### src/rtl/display_pkg.sv
// rtl/display_pkg.sv - shared constants, state type and saturation helper for the display arbiter
package display_pkg;

  localparam int DIGITS_W = 20;
  localparam logic [DIGITS_W-1:0] DISPLAY_MAX = 20'd999_999;

  typedef enum logic [1:0] {
    IDLE   = 2'd0,
    SHOW   = 2'd1,
    LINGER = 2'd2
  } arb_state_t;

  // Anything above six decimal digits is pinned to 999999.
  function automatic logic [DIGITS_W-1:0] sat_digits(input logic [DIGITS_W-1:0] v);
    return (v > DISPLAY_MAX) ? DISPLAY_MAX : v;
  endfunction

endpackage

### src/rtl/rr_pick.sv
// rtl/rr_pick.sv - combinational round-robin search: first set req bit at or after start, with wrap
module rr_pick #(
  parameter int N = 4,
  localparam int IDW = $clog2(N)
) (
  input  logic [N-1:0]   req,
  input  logic [IDW-1:0] start,
  output logic           found,
  output logic [IDW-1:0] idx
);

  int             j;
  logic [IDW-1:0] cand;

  // Scan farthest offset first so the nearest hit to start overwrites the rest.
  always_comb begin
    found = 1'b0;
    idx   = '0;
    j     = 0;
    cand  = '0;
    for (int i = N - 1; i >= 0; i--) begin
      j = int'(start) + i;
      if (j >= N) j = j - N;
      cand = IDW'(j);
      if (req[cand]) begin
        found = 1'b1;
        idx   = cand;
      end
    end
  end

endmodule

### src/rtl/display_arbiter.sv
// rtl/display_arbiter.sv - round-robin owner of the six-digit display with minimum hold and idle blanking
module display_arbiter
  import display_pkg::*;
#(
  parameter int N_REQ       = 4,
  parameter int HOLD_CYCLES = 50_000_000,
  parameter int IDLE_CYCLES = 100_000_000,
  localparam int IDW = $clog2(N_REQ)
) (
  input  logic                             clk,
  input  logic                             reset_n,
  input  logic [N_REQ-1:0]                 req,
  input  logic [N_REQ-1:0][DIGITS_W-1:0]   value,
  input  logic                             force_shutdown,
  output logic [N_REQ-1:0]                 grant,
  output logic [IDW-1:0]                   active_id,
  output logic [DIGITS_W-1:0]              digits,
  output logic                             shutdown
);

  localparam int HW = (HOLD_CYCLES > 1) ? $clog2(HOLD_CYCLES) : 1;
  localparam int IW = (IDLE_CYCLES > 1) ? $clog2(IDLE_CYCLES) : 1;
  localparam logic [HW-1:0] HOLD_MAX = HW'(HOLD_CYCLES - 1);
  localparam logic [IW-1:0] IDLE_MAX = IW'(IDLE_CYCLES - 1);

  arb_state_t          state, state_d;
  logic [HW-1:0]       hold_cnt, hold_d;
  logic [IW-1:0]       idle_cnt, idle_d;
  logic [N_REQ-1:0]    grant_d;
  logic [IDW-1:0]      id_d;
  logic [DIGITS_W-1:0] digits_d;

  logic [IDW-1:0]      rr_start;
  logic                pick_found;
  logic [IDW-1:0]      pick_idx;
  logic [N_REQ-1:0]    owner_mask;
  logic [N_REQ-1:0]    pick_onehot;
  logic                others;

  assign rr_start    = (active_id == IDW'(N_REQ - 1)) ? '0 : active_id + IDW'(1);
  assign owner_mask  = N_REQ'(1) << active_id;
  assign pick_onehot = N_REQ'(1) << pick_idx;
  assign others      = |(req & ~owner_mask);

  rr_pick #(.N(N_REQ)) u_rr_pick (
    .req   (req),
    .start (rr_start),
    .found (pick_found),
    .idx   (pick_idx)
  );

  always_comb begin
    state_d  = state;
    grant_d  = grant;
    id_d     = active_id;
    digits_d = digits;
    hold_d   = hold_cnt;
    idle_d   = idle_cnt;
    case (state)
      IDLE, LINGER: begin
        if (pick_found) begin
          state_d  = SHOW;
          grant_d  = pick_onehot;
          id_d     = pick_idx;
          digits_d = sat_digits(value[pick_idx]);
          hold_d   = '0;
        end else if (state == LINGER) begin
          if (idle_cnt == IDLE_MAX) state_d = IDLE;
          else idle_d = idle_cnt + IW'(1);
        end
      end
      SHOW: begin
        // A waiting requester takes over on hold expiry, or at once if the owner lets go.
        if (others && (!req[active_id] || hold_cnt == HOLD_MAX)) begin
          grant_d  = pick_onehot;
          id_d     = pick_idx;
          digits_d = sat_digits(value[pick_idx]);
          hold_d   = '0;
        end else if (req[active_id]) begin
          digits_d = sat_digits(value[active_id]);
          if (hold_cnt != HOLD_MAX) hold_d = hold_cnt + HW'(1);
        end else begin
          state_d = LINGER;
          grant_d = '0;
          idle_d  = '0;
        end
      end
      default: state_d = IDLE;
    endcase
  end

  always_ff @(posedge clk or negedge reset_n) begin
    if (!reset_n) begin
      state     <= IDLE;
      grant     <= '0;
      active_id <= '0;
      digits    <= '0;
      shutdown  <= 1'b1;
      hold_cnt  <= '0;
      idle_cnt  <= '0;
    end else begin
      state     <= state_d;
      grant     <= grant_d;
      active_id <= id_d;
      digits    <= digits_d;
      shutdown  <= (state_d == IDLE) | force_shutdown;
      hold_cnt  <= hold_d;
      idle_cnt  <= idle_d;
    end
  end

endmodule
### config.mk
export PLATFORM = sky130hd
export DESIGN_NAME = display_arbiter
export DESIGN_NICKNAME = d
export VERILOG_FILES = /design/src/rtl/display_pkg.sv /design/src/rtl/rr_pick.sv /design/src/rtl/display_arbiter.sv
export SDC_FILE = /design/constraint.sdc
export NUM_CORES = 1
export LEC_CHECK = 0
export ABC_AREA = 1
export BUFFER_PORTS_ARGS = -buffer_cell sky130_fd_sc_hd__buf_2
export CORE_MARGIN = 3
export CORE_UTILIZATION = 45
export CTS_CLUSTER_DIAMETER = 60
export DETAILED_ROUTE_END_ITERATION = 8
export PLACE_DENSITY = 0.66
export SLEW_MARGIN = 20
export SYNTH_ARGS = -nofsm -noshare
export SYNTH_HDL_FRONTEND = slang
export SYNTH_SLANG_ARGS = --single-unit
### constraint.sdc
create_clock -name clk -period 4.34 [get_ports clk]
set_clock_uncertainty 0.15 [all_clocks]
set_input_delay 0.651 -clock clk [delete_from_list [all_inputs] [get_ports clk]]
set_output_delay 0.651 -clock clk [all_outputs]
set_load 0.01 [all_outputs]
==> results.cfg <==
[timing]
grt_setup_unrepaired = no
finalCritPeriodShare = 0.819
final_max_slew_viol_count = 0
final.setup.worst_slack_ns = 0.786
post-route-min-period_ns = 3.55
worst_pin_slew_ns = 0.704
finalHoldViolations = 0
timing.setup.tns_ns = 0
slew_headroom = 0.530
setup_viol = 0
whs_ns = 0.201
fmax_ghz = 0.281

[placed_design]
place_area_um2 = 6930
dpl.cell_count = 1250
place_ws_ns = 0.847
dp_hpwl_um = 14300
gp_congestion = 0.911
portBuffers = 113

[setup_path]
worst_path_max_delay_cell = dfrtp_1
rr_startpoint = active_id[0]$_DFFE_PN0P_
startpoint_type = flop
worst-endpoint-required_ns = 4.46
cp_common_cell = nand2_1
worstReg2RegEnd = digits[8]$_DFFE_PN0P_
max_stage_delay_ns = 0.45
crit_family = simple AND/OR/NAND/NOR gates
worstSetupEndpointType = flop
path_max_fanout = 38
cp.arrival_ns = 3.68
critical_path_class = reg -> reg
worstPathBufferInverterCount = 5
ff2ff_setup_slack_ns = 0.79
worstPathCellList = inv_2 > buf_4 > nand2_2 > nand2_1 > nand2_1 > nand2_1 > nand2_1 > inv_1 > nand2_1 > a21boi_2 > buf_4 > nand2_2 > inv_2 > nand2_1 > o21ai_1 > nor2_1 > nor2_1 > nand2_1 > nand2_2 > nand3_1 > a21oi_1
rr_worst_depth = 21

[layout]
seq_area_um2 = 2050
multiInputGateArea_um2 = 3560
final_net_count = 1178
drive_above_1_share = 0.155
area_growth_pct = 16.5
stdcell_area_um2 = 7250
fin_cells = 1266
fill_cells = 1346
n_antenna_cell = 0

[synthesis]
synth_edf_count = 0
async_flop_share = 1.00
synth_largest_type_area_fraction = 0.325
synthCells = 986
synth_common_cells = nand2_1 (266), nor2_1 (122), inv_1 (98), dfrtp_1 (81), o21ai_0 (70)
yosysTopAreaCell = dfrtp_1
yosysWarnings = 0
synthTopCellsByArea = dfrtp_1 (33%), nand2_1 (16%), nor2_1 (7.4%), inv_1 (5.9%), o21ai_0 (5.6%)
synth_flop_cell = dfrtp_1
yosysUniqueCellTypes = 41
syn-num-nets = 1079
ys_seq_area_frac = 0.330
synth_area_um2 = 6230
yosysMostFrequentCell = nand2_1
syn_avg_cell_area_um2 = 6.32
synth_seq_cells = 82

[floorplan]
fp.dieW_um = 124
ios = 114
fp.dieH_um = 124
die_area_um2 = 15300
start_util = 0.465
design.core.area_um2 = 13400
rows = 42

[cts]
worst_skew_pair.late_latency_ns = 0.35
cts_setup_buffers = 0
cts_resized = 0
clkSinkCount = 82
clock_path_buffers = 2
cts.clk_slew.worst_paths_ns = 0.06
clk_root_buffer_cell = clkbuf_16
cts_tree = done
h-tree-depth = 3
numCtsBuffers = 9
ctsHoldBuffers = 0

[detailed_routing]
via_per_inst = 5.46
vias = 6911
routedWlPerCell_um = 14.8
drtIter0Drc = 447
drt-total-wl_um = 18800
ant_nets = 0
drc = 0
dr.pass1.iters = 5

[pwr]
pwr_density_cell_nw_per_um2 = 859
irDropWorstVdd_v = 0.000357
leakage_uw = 0.00350

[worst_hold_path]
hp-class = in -> async

[job]
max_cap_violations = 0

[grt]
track_usage = 0.253
grt_pass1_wl_um = 31000
grt_max_degree = 56
grt_overflow = 0
grt_pass1_vias = 6407
antenna_found_initial = 0

[run_status]
outcome = complete, no violations
-- per-stage QoR --
step | util | power, uW
after floorplan | - | 4350
after global placement | 0.517 | 5320
after detailed placement | 0.517 | 5340
after CTS | 0.541 | 6220
after global routing | 0.541 | 6890
final | 0.541 | 6230
-- final cells by class --
cell class	instances	share of cell area
Timing Repair Buffer	126	0.0918
Clock buffer	10	0.0329
Inverter	113	0.0585
Tap cell	176	0.0304
Clock inverter	6	0.0124
Sequential cell	82	0.283
Multi-Input combinational cell	753	0.491
-- where the power goes --
part,leakage (uW),internal (uW),switching (uW)
logic,0.00226,1350,2860
registers,0.00108,1000,171
clock network,0.000159,520,326
-- worst max path at each step --
| stage | cells after the start | start | slack (ns) | end |
|---|---|---|---|---|
| finish | 21 | active_id[0]$_DFFE_PN0P_ | 0.79 | digits[8]$_DFFE_PN0P_ |
| global route | 20 | active_id[0]$_DFFE_PN0P_ | 0.34 | digits[6]$_DFFE_PN0P_ |
| CTS | 21 | active_id[0]$_DFFE_PN0P_ | 0.81 | digits[8]$_DFFE_PN0P_ |
| detailed placement | 22 | active_id[0]$_DFFE_PN0P_ | 0.85 | digits[3]$_DFFE_PN0P_ |
| global placement | 22 | active_id[0]$_DFFE_PN0P_ | 0.93 | digits[1]$_DFFE_PN0P_ |
| floorplan | 23 | active_id[0]$_DFFE_PN0P_ | 0.73 | digits[6]$_DFFE_PN0P_ |
-- routing by layer --
layer / GRT usage / up-vias / part of all wire
li1: - / 3455 / -
met5: 0 / - / 0
met1: 0.358 / 3186 / 0.47
met2: 0.405 / 242 / 0.46
met3: 0.0372 / 28 / 0.059
met4: 0.0685 / 0 / 0.016
-- logic make-up after synthesis --
| group | synth area share |
|---|---|
| buf+inv | 0.0984 |
| flops | 0.330 |
| simple gates | 0.368 |
| fa+ha+maj | 0.0121 |
| xor+xnor | 0.0183 |
| compound gates | 0.174 |
-- flip-flops by register name, indices dropped and copies added (netlist names) --
register   count
digits        20
shutdown       1
idle_cnt      27
active_id      2
grant          4
state          2
hold_cnt      26
-- cells in the final DEF, fill, tap and decap left out, drive strengths merged, types with 2 or more instances in the layout --
cell type / synthesis / routed
a211oi: 3 / 3
a21boi: 3 / 3
a21oi: 69 / 69
a31oi: 6 / 6
buf: 19 / 126
bufinv: 0 / 2
clkbuf: 19 / 10
clkinv: 4 / 7
dfrtp: 81 / 81
ha: 6 / 6
inv: 109 / 109
nand2: 276 / 276
nand3: 67 / 67
nand4: 20 / 20
nor2: 123 / 123
nor3: 37 / 37
nor3b: 3 / 3
nor4: 10 / 10
o21a: 4 / 4
o21ai: 76 / 76
o21bai: 2 / 2
o22a: 2 / 2
o22ai: 20 / 20
o31ai: 9 / 9
xnor2: 3 / 3
xor2: 10 / 10
Power figures use the tool's default switching activity.
